$ cat src/rtl/uart_mem_loader.sv
`timescale 1ns/1ps
// Serial program loader: parses 'L' frames from the UART receive side, writes
// 32-bit words into a block-RAM port, stalls the core meanwhile, replies ACK/NAK.
module uart_mem_loader #(
    parameter int ADDR_W  = 12,
    parameter int TIMEOUT = 1_000_000,
    parameter int TO_W    = 20
) (
    input  logic              clk,
    input  logic              rst,
    input  logic [7:0]        rx_data,
    input  logic              rx_valid,
    output logic              rx_ready,
    output logic [7:0]        tx_data,
    output logic              tx_valid,
    input  logic              tx_ready,
    output logic [3:0]        mem_we,
    output logic [ADDR_W-1:0] mem_addr,
    output logic [31:0]       mem_din,
    output logic              cpu_hold,
    output logic              load_done,
    output logic [2:0]        dbg_state
);
    localparam logic [7:0] CMD_L = 8'h4C;
    localparam logic [7:0] ACK   = 8'h06;
    localparam logic [7:0] NAK   = 8'h15;

    typedef enum logic [2:0] {
        S_IDLE, S_ADDR_H, S_ADDR_L, S_CNT_H, S_CNT_L, S_DATA, S_CSUM, S_RESP
    } state_t;

    state_t            state_q, state_d;
    logic [15:0]       addr_q, addr_d;
    logic [15:0]       cnt_q, cnt_d;
    logic [1:0]        idx_q, idx_d;
    logic [23:0]       word_q, word_d;
    logic [7:0]        sum_q, sum_d;
    logic [TO_W-1:0]   to_q, to_d;
    logic              tx_valid_q, tx_valid_d;
    logic [7:0]        tx_data_q, tx_data_d;
    logic [3:0]        we_q, we_d;
    logic [ADDR_W-1:0] maddr_q, maddr_d;
    logic [31:0]       din_q, din_d;
    logic              hold_q, hold_d;
    logic              done_q, done_d;
    logic              take;

    // Valid/ready: a byte moves on a rising edge where valid && ready are both
    // high; the sender holds data stable and valid high until that edge.
    assign rx_ready  = !rst && (state_q != S_RESP);
    assign take      = rx_valid && rx_ready;
    assign tx_data   = tx_data_q;
    assign tx_valid  = tx_valid_q;
    assign mem_we    = we_q;
    assign mem_addr  = maddr_q;
    assign mem_din   = din_q;
    assign cpu_hold  = hold_q;
    assign load_done = done_q;
    assign dbg_state = state_q;

    always_comb begin
        state_d    = state_q;
        addr_d     = addr_q;
        cnt_d      = cnt_q;
        idx_d      = idx_q;
        word_d     = word_q;
        sum_d      = sum_q;
        to_d       = to_q;
        tx_valid_d = tx_valid_q;
        tx_data_d  = tx_data_q;
        we_d       = 4'h0;
        maddr_d    = maddr_q;
        din_d      = din_q;
        hold_d     = hold_q;
        done_d     = 1'b0;

        // Checksum covers header and data bytes, not 'L' nor CSUM itself.
        if (take && state_q >= S_ADDR_H && state_q <= S_DATA)
            sum_d = sum_q + rx_data;

        case (state_q)
            S_IDLE: begin
                to_d = '0;
                if (take && rx_data == CMD_L) begin
                    state_d = S_ADDR_H;
                    sum_d   = 8'h00;
                    hold_d  = 1'b1;
                end
            end
            S_ADDR_H, S_ADDR_L: if (take) begin
                addr_d  = {addr_q[7:0], rx_data};
                state_d = (state_q == S_ADDR_H) ? S_ADDR_L : S_CNT_H;
            end
            S_CNT_H: if (take) begin
                cnt_d   = {cnt_q[7:0], rx_data};
                state_d = S_CNT_L;
            end
            S_CNT_L: if (take) begin
                cnt_d   = {cnt_q[7:0], rx_data};
                idx_d   = 2'd0;
                state_d = ({cnt_q[7:0], rx_data} == 16'h0000) ? S_CSUM : S_DATA;
            end
            S_DATA: if (take) begin
                word_d = {word_q[15:0], rx_data};
                idx_d  = idx_q + 2'd1;
                if (idx_q == 2'd3) begin
                    we_d    = 4'hF;
                    maddr_d = addr_q[ADDR_W-1:0];
                    din_d   = {word_q, rx_data};
                    addr_d  = addr_q + 16'd1;
                    cnt_d   = cnt_q - 16'd1;
                    if (cnt_q == 16'd1)
                        state_d = S_CSUM;
                end
            end
            S_CSUM: if (take) begin
                state_d    = S_RESP;
                tx_valid_d = 1'b1;
                tx_data_d  = (rx_data == sum_q) ? ACK : NAK;
            end
            S_RESP: if (tx_ready) begin
                state_d    = S_IDLE;
                tx_valid_d = 1'b0;
                hold_d     = 1'b0;
                done_d     = (tx_data_q == ACK);
            end
            default: state_d = S_IDLE;
        endcase

        // Inter-byte watchdog; an accepted byte always wins over expiry.
        if (state_q != S_IDLE && state_q != S_RESP) begin
            if (take) begin
                to_d = '0;
            end else if (to_q == TO_W'(TIMEOUT)) begin
                state_d    = S_RESP;
                tx_valid_d = 1'b1;
                tx_data_d  = NAK;
            end else begin
                to_d = to_q + TO_W'(1);
            end
        end
    end

    always_ff @(posedge clk) begin
        if (rst) begin
            state_q    <= S_IDLE;
            addr_q     <= '0;
            cnt_q      <= '0;
            idx_q      <= '0;
            word_q     <= '0;
            sum_q      <= '0;
            to_q       <= '0;
            tx_valid_q <= 1'b0;
            tx_data_q  <= '0;
            we_q       <= '0;
            maddr_q    <= '0;
            din_q      <= '0;
            hold_q     <= 1'b0;
            done_q     <= 1'b0;
        end else begin
            state_q    <= state_d;
            addr_q     <= addr_d;
            cnt_q      <= cnt_d;
            idx_q      <= idx_d;
            word_q     <= word_d;
            sum_q      <= sum_d;
            to_q       <= to_d;
            tx_valid_q <= tx_valid_d;
            tx_data_q  <= tx_data_d;
            we_q       <= we_d;
            maddr_q    <= maddr_d;
            din_q      <= din_d;
            hold_q     <= hold_d;
            done_q     <= done_d;
        end
    end
endmodule

$ cat config.mk
export PLATFORM = sky130hd
export DESIGN_NAME = uart_mem_loader
export DESIGN_NICKNAME = d
export VERILOG_FILES = /design/src/rtl/uart_mem_loader.sv
export SDC_FILE = /design/constraint.sdc
export NUM_CORES = 1
export LEC_CHECK = 0
export CAP_MARGIN = 20
export CORE_MARGIN = 3
export CORE_UTILIZATION = 55
export CTS_BUF_LIST = sky130_fd_sc_hd__clkbuf_2
export CTS_CLUSTER_SIZE = 16
export DETAILED_ROUTE_END_ITERATION = 12
export GPL_ROUTABILITY_DRIVEN = 0
export PLACE_DENSITY = 0.77
export SYNTH_ARGS = -nofsm -noshare
export SYNTH_HDL_FRONTEND = slang
export SYNTH_SLANG_ARGS = --single-unit
$ cat constraint.sdc
create_clock -name clk -period 2.58 [get_ports clk]
set_clock_uncertainty 0.15 [all_clocks]
set_input_delay 0.774 -clock clk [delete_from_list [all_inputs] [get_ports clk]]
set_output_delay 0.774 -clock clk [all_outputs]
set_load 0.01 [all_outputs]
# After elaboration in Yosys (flattened, before gate mapping)
# Cells that the tools add are included.
totals:
  wordCells: 119
  in_bits: 12
  out_inout_bits: 63
  reg_bits: 148
classes:
  n_addsub: 5
  n_eq_ne: 21
  bitwise_logic: 4
  n_reduce_logical: 24
  order_cmp: 2
  mux: 49
ops:
  columns: ["cell", "count"]
  rows:
  - ["$mux W16", 6]
  - ["$mux W20", 4]
  - ["$mux W8", 8]
  - ["$pmux W16 S2", 2]
  - ["$mux W3", 12]
  - ["$pmux W3 S7", 1]
  - ["$add A20 B1 Y20 const B", 1]
  - ["$eq A20 B20 Y1 const B", 1]
  - ["$add A16 B1 Y16 const B", 1]
  - ["$eq A16 B1 Y1 const B", 1]
  - ["$logic_not A16 Y1", 1]
  - ["$sub A16 B1 Y16 const B", 1]
  - ["$eq A3 B3 Y1 const B", 4]
  - ["$ne A2 B2 Y1 const B", 6]
  - ["$reduce_and A3 Y1", 3]
  - ["$add A8 B8 Y8", 1]
  - ["$eq A8 B3 Y1 const B", 1]
  - ["$eq A8 B7 Y1 const B", 1]
  - ["$eq A8 B8 Y1", 1]
  - ["$mux W1", 8]
  - ["$reduce_and A4 Y1", 2]
  - ["$reduce_bool A2 Y1", 4]
  - ["$eq A3 B2 Y1 const B", 2]
  - ["$logic_and A1 B1 Y1", 6]
  - ["other kinds (19)", 27]

# Depth between registers and ports, before layout
# Gate-level depths: netlist of the first run.
depth:
  depth_word: 9
  mapped_depth: 8
  ltp_nobuf: 7

# Worst setup path after synthesis of the first run
# Ideal clock, no wire load.
synth_timing:
  path_type: "input-to-output"
  start: "input rst"
  end: "output rx_ready"
  required_ns: 1.656
  cell_stages: 3
  slack_ns: 0.217
  path_buffers: 2
  arrival_time_ns: 1.439
  cell_sequence: "clkbuf_1 > clkbuf_1 > nor2_1"
synth_via:
  elab_chain_cells: 2
synth_lines:
  columns: ["item", "line", "source"]
  rows:
  - ["start, declared", "10", "input logic rst,"]
  - ["$logic_not A1 Y1", "50", "assign rx_ready = !rst && (state_q != S_RESP);"]
  - ["$logic_and A1 B1 Y1", "50", null]
  - ["end, declared", "13", "output logic rx_ready,"]
# No other way between the ends.

# Final worst setup path of the first run
layout_timing:
  start: "register state_q[0], in the netlist dbg_state[0]"
  end: "output rx_ready"
layout_via:
  elab_chain_cells: 2
layout_lines:
  columns: ["item", "line", "source"]
  rows:
  - ["start, declared", "32", "state_t state_q, state_d;"]
  - ["start signal, assigned", "161", "state_q <= state_d;"]
  - ["$ne A3 B3 Y1", "50", null]
  - ["$logic_and A1 B1 Y1", "50", null]
# No other way between the ends.

==> results of run 1 <==
sequential cells by signal, summed over array words and instances, names as in the netlist:
signal / flops
word_q: 24
mem_addr: 12
mem_din: 32
dbg_state: 3
idx_q: 2
load_done: 1
sum_q: 8
tx_data: 8
tx_valid: 1
to_q: 20
mem_we: 1
cnt_q: 16
addr_q: 12
cpu_hold: 1
worst max-delay path, stage by stage (launching register included):
cell     delay (ns)
dfxtp_4        0.41
and3_4         0.17
nor2_1         0.07
buf_2          0.13
power groups by stage:
stage / Clock [W] / Combinational (W) / Sequential [W]
finish: 0.00128 / 0.000145 / 0.00218
global route: 0.00140 / 0.000156 / 0.00218
CTS: 0.00132 / 0.000144 / 0.00218
detailed placement: 0 / 0.000144 / 0.00223
global placement: 0 / 0.000142 / 0.00223
floorplan: 0 / 0.0000650 / 0.00223
what timing repair did:
item,4_1_cts,5_1_grt
setup buffers,7,0
pin swaps,0,1
setup endpoints to repair,63,2
gates resized for setup,115,1
hold endpoints to repair,0,0
per-layer routing:
metal / wire, um / up-vias
li1: - / 3186
met1: 7398 / 3054
met2: 7979 / 228
met3: 1016 / 50
met4: 512 / 0
met5: 0 / -
final cells by class:
cell class	count	area, sq um
clock buffer	18	90.09
clock inverter	14	146.4
fill	962	3532
inverter	17	63.81
multi-input combinational	637	3410
sequential	141	2887
tap	143	178.9
timing repair buffer	141	1209
per-stage QoR:
stage	std cells	utilization (%)	cell area, sq um
2_1_floorplan	849	-	6524
3_3_place_gp	1072	66.94	7709
3_5_place_dp	1072	66.94	7709
4_1_cts	1111	69.29	7979
5_1_grt	1111	69.33	7984
6_report	1111	69.33	7984
cells by family after synthesis:
group | after synthesis
and+or+nand+nor | 391
xor gates and xnor gates | 15
buffers and inverters | 71
muxes | 2
DFF | 141
AOI/OAI and AO/OA | 214
adders and majority gates | 15
final timing paths:
path | slack [ns] | to | from
worst max-delay path | 0.13 | rx_ready | dbg_state[0]$_SDFF_PP0_
worst min-delay path | 0.23 | dbg_state[0]$_SDFF_PP0_ | rst
worst max register to register | 0.18 | to_q[10]$_SDFF_PP0_ | dbg_state[0]$_SDFF_PP0_
worst min register to register | 0.29 | load_done$_SDFF_PP0_ | tx_data[6]$_SDFF_PP0_
layout by cell type, fill, tap and decap left out, types with 3 or more instances in the layout:
cell type / Yosys / final
o22ai_1: 10 / 10
o21a_1: 5 / 5
xnor2_1: 6 / 6
a211oi_1: 10 / 10
nand3b_1: 3 / 3
and2_1: 10 / 10
and3_1: 7 / 6
nand2b_1: 6 / 6
clkinv_4: 0 / 4
o31ai_1: 5 / 5
nor2_1: 54 / 54
a31oi_1: 9 / 9
nand4_1: 8 / 8
o21ai_0: 30 / 30
dfxtp_1: 141 / 94
buf_4: 3 / 64
dfxtp_2: 0 / 45
buf_12: 0 / 4
a21oi_1: 116 / 116
ha_1: 14 / 14
nand2_1: 211 / 211
a221oi_1: 3 / 3
clkbuf_2: 0 / 18
clkinvlp_4: 0 / 3
xor2_1: 9 / 9
clkdlybuf4s50_1: 0 / 10
or3_1: 8 / 8
dlygate4sd2_1: 0 / 62
a21o_1: 4 / 4
nor3_1: 18 / 18
nor4_1: 7 / 7
or4_1: 6 / 6
nand3_1: 36 / 36
clkinv_1: 2 / 4
inv_1: 15 / 15
o221a_2: 3 / 3
==> impl_metrics.yaml, run 1 <==
sta:
  fin_crit_ns: 2.449
  max_slew_margin_pct: 38.62
  setup_viol: 0
  whs_ns: 0.2302
  rsz0062_at_grt: "false"
  timing.fmax_mhz: 408.4
  hold_viol: 0
  fin_crit_sh_pct: 94.91
  layout_setup_ws_ns: 0.1313
  tns_ns: 0
  final_max_slew_viol_count: 0
  worst_pin_slew_ns: 0.9166
die:
  initial_core_util_pct: 56.65
  io_pins: 75
  fp.dieArea_sq_um: 13200
  die_h_um: 114.9
  fp.dieW_um: 114.9
  core_sq_um: 11520
  placementRows: 39
grt:
  met3_usage_pct: 6.263
  grtUsageTotal_pct: 26.55
  grt_pass1_vias: 6247
  grt_max_degree: 85
  overflow: 0
  busiest_layer: "met2"
  grt_pass1_wl_um: 28570
  grtUsageMet1_pct: 33.68
  grt_use_met2_pct: 43.02
  antenna_found_initial: 0
detailed_routing:
  drc: 0
  routed-via-count: 6518
  wl_per_cell_um: 15.22
  vias_per_cell: 5.867
  routed_wl_um: 16910
  first_pass_iters: 5
  drtIter0Drc: 445
  ant_nets: 0
finish:
  synthToLayoutAreaGrowth_pct: 22.38
  final_nets: 982
  drive_gt1_share_pct: 16.22
  num_antenna_cells: 0
clock_tree:
  clock-root-buffer: "clkbuf_2"
  cts_hold_buffers: 0
  cts.sinks: 141
  numCtsBuffers: 17
  cts_tree: "built"
  clk-insertion-delay-late_ns: 0.75
  clk_pin_slew_ns: 0.23
  clock_path_buffers: 2
  h-tree-depth: 4
synth:
  async_flop_share_pct: 0
  synthAdderAreaFrac_pct: 2.992
  avgSynthCellArea_sq_um: 7.684
  syn_inst: 849
  yosysSeqAreaShare_pct: 43.27
  synthTopCellsByCount: "nand2_1, dfxtp_1, a21oi_1"
  synth_top_family_by_area: "simple AND/OR/NAND/NOR gates"
  synth_top_area_share_pct: 43.27
  yosys.area.top_type: "dfxtp_1"
  yosys.area_share.simple_pct: 27.43
  post_synth_instance_area_sq_um: 6524
  ys_types: 59
  synth_nets: 876
  yosys-top-cells-area: "dfxtp_1, nand2_1, a21oi_1, nor2_1, nand3_1"
  ys_seq_elements: 141
  yosysMostFrequentCell: "nand2_1"
  synth.yosys.warnings: 0
  synthXorXnorAreaFrac_pct: 2.014
  synth.area.mux_share_pct: 0.3069
  synth_compound_area_share_pct: 19.45
  synth_edf_count: 0
  synth_flop_cell: "dfxtp_1"
power_and_ir_drop:
  pwr-share-seq_pct: 60.4
  p_total_w: 0.003608
  vdd.ir_drop.worst_v: 0.0002954
  swShare_pct: 25.55
  power.density_nw_per_um2: 451.9
  p_comb_share_pct: 4.0
  p_int_w: 0.002686
  leakage_nw: 3.140
  pwr-share-clk_pct: 35.6
  switchingPower_w: 0.0009218
worst_setup_path:
  reg2reg_depth: 6
  end_kind: "primary output"
  worstSetupPathType: "register to primary output"
  cp.arrival_ns: 1.52
  cp.required_ns: 1.66
  start_kind: "register"
  critPathMaxFanout: 3
hold_path:
  hold_class: "input pin to register"
  holdPathStages: 3
placed_design:
  numPortBuffers: 74
  place_ws_ns: -0.3622
  hpwl_um: 11900
job:
  maxCapViolations: 0
outcome:
  outcome: "completed"
(Power assumes the default switching activity.)
==> run 2, diff against run 1 <==
HOLD_SLACK_MARGIN = 0.15   (was default)
REMOVE_ABC_BUFFERS = 1   (was default)
SKIP_CTS_REPAIR_TIMING = 1   (was default)
==> run 2 against run 1 <==
  * Routed wire length shrank 1.2%
  * Global-route usage shrank 1.2 points
  * Highest routed layer unchanged
  * Critical endpoint unchanged
  * Critical path type unchanged
  * Sequential power barely moved
  * Worst hold slack better by 0.041 ns
==> impl_metrics.yaml, run 2 (same netlist as run 1, synthesis figures left out) <==
clock_tree:
  cts_tree: "built"
  clock-root-buffer: "clkbuf_2"
  clk_pin_slew_ns: 0.20
  clock_path_buffers: 2
  h-tree-depth: 4
  cts.sinks: 141
  clk-insertion-delay-late_ns: 0.70
  numCtsBuffers: 17
die:
  io_pins: 75
  initial_core_util_pct: 56.65
  fp.dieArea_sq_um: 13200
  fp.dieW_um: 114.9
  placementRows: 39
  die_h_um: 114.9
  core_sq_um: 11520
worst_setup_path:
  worstSetupPathType: "register to primary output"
  path_buf_inv: 1
  max_stage_delay_ns: 0.41
  slowest_stage: "dfxtp_4"
  end_kind: "primary output"
  rrSetupSlack_ns: 0.23
  critPathMaxFanout: 8
  cp.arrival_ns: 1.50
  start_kind: "register"
  cp.required_ns: 1.66
  path_delay_family: "flip-flops"
  cp_cell_sequence: "and3_1, nor2_1, buf_2"
sta:
  worst_pin_slew_ns: 0.5514
  tns_ns: 0
  fin_crit_ns: 2.422
  rsz0062_at_grt: "false"
  timing.fmax_mhz: 412.9
  max_slew_margin_pct: 62.90
  final_max_slew_viol_count: 0
  fin_crit_sh_pct: 93.87
  hold_viol: 0
  setup_viol: 0
finish:
  n_fill_cell: 915
  synthToLayoutAreaGrowth_pct: 25.53
  layout_common_cells: "nand2_1, a21oi_1, dfxtp_1"
  final_nets: 979
  largest_reg_flops: 32
  num_antenna_cells: 0
  drive_gt1_share_pct: 15.15
  layout_commonest_cell: "nand2_1"
detailed_routing:
  drc: 0
  ant_nets: 0
  drtIter0Drc: 511
  first_pass_iters: 6
  vias_per_cell: 5.781
  routed-via-count: 6400
  routed_wl_um: 16700
  wl_per_cell_um: 15.09
outcome:
  outcome: "completed"
grt:
  grt_pass1_wl_um: 27400
  antenna_found_initial: 0
  grt_max_degree: 105
  grtUsageTotal_pct: 25.36
  overflow: 0
  grt_pass1_vias: 5971
power_and_ir_drop:
  p_total_w: 0.003619
  leakage_nw: 3.998
  vdd.ir_drop.worst_v: 0.0003567
  power.density_nw_per_um2: 441.9
hold_path:
  hold_class: "input pin to register"
job:
  maxCapViolations: 0
placed_design:
  numPortBuffers: 74
  hpwl_um: 11640
## run 2: cell count changes in the layout (fill, tap and decap cells not counted), sizes merged
cell and change:
dlygate4sd2 -62, dlymetal6s2s +62, buf -3, bufinv +1, clkinvlp -1, inv -1
## run 2: power breakdown
group	leakage [nW]	switching, W	internal (W)
combinational	2.70	0.0000866	0.0000600
sequential	1.16	0.000000244	0.00218
clock	0.144	0.000767	0.000528
## run 2: per-layer routing
layer | routed length, um | global-route usage, %
met4 | 342 | 10.72
met3 | 927 | 5.474
met5 | 0 | 0
met1 | 7413 | 31.97
met2 | 8017 | 42.05
## run 2: area by class of cell
| class | instances | area, sq um | share of cell area, % |
|---|---|---|---|
| flip-flops and latches | 141 | 2879 | 35.16 |
| clock buffers | 18 | 90.09 | 1.100 |
| multi-input cells | 637 | 3405 | 41.57 |
| repair buffers | 138 | 1423 | 17.37 |
| well taps | 143 | 178.9 | 2.185 |
| inverters | 17 | 63.81 | 0.7792 |
| clock inverters | 13 | 150.1 | 1.833 |
## run 2: through the flow
step | instances | setup WS, ns | util, % | hold WS, ns | area, sq um
floorplan | 795 | -1.266 | - | 0.2760 | 6291
global placement | 1071 | -0.3120 | 66.87 | 0.2798 | 7701
detailed placement | 1071 | -0.3588 | 66.87 | 0.2946 | 7701
CTS | 1102 | -0.4032 | 68.96 | 0.2117 | 7941
global route | 1107 | 0.001590 | 71.11 | 0.1857 | 8189
finish | 1107 | 0.1580 | 71.11 | 0.2714 | 8189
## run 2: path summary, 6_finish.rpt
check                                       endpoint               startpoint  cells after the start
worst max-delay path                        rx_ready  dbg_state[0]$_SDFF_PP0_                      3
worst min-delay path             to_q[18]$_SDFF_PP0_                      rst                      3
worst max register to register   to_q[10]$_SDFF_PP0_       to_q[0]$_SDFF_PP0_                      8
worst min register to register  load_done$_SDFF_PP0_    tx_data[6]$_SDFF_PP0_                      1
## run 2: tightest hold or removal path, cell delays in order
cell     delay (ns)
buf_4          0.14
buf_4          0.15
a21oi_1        0.04
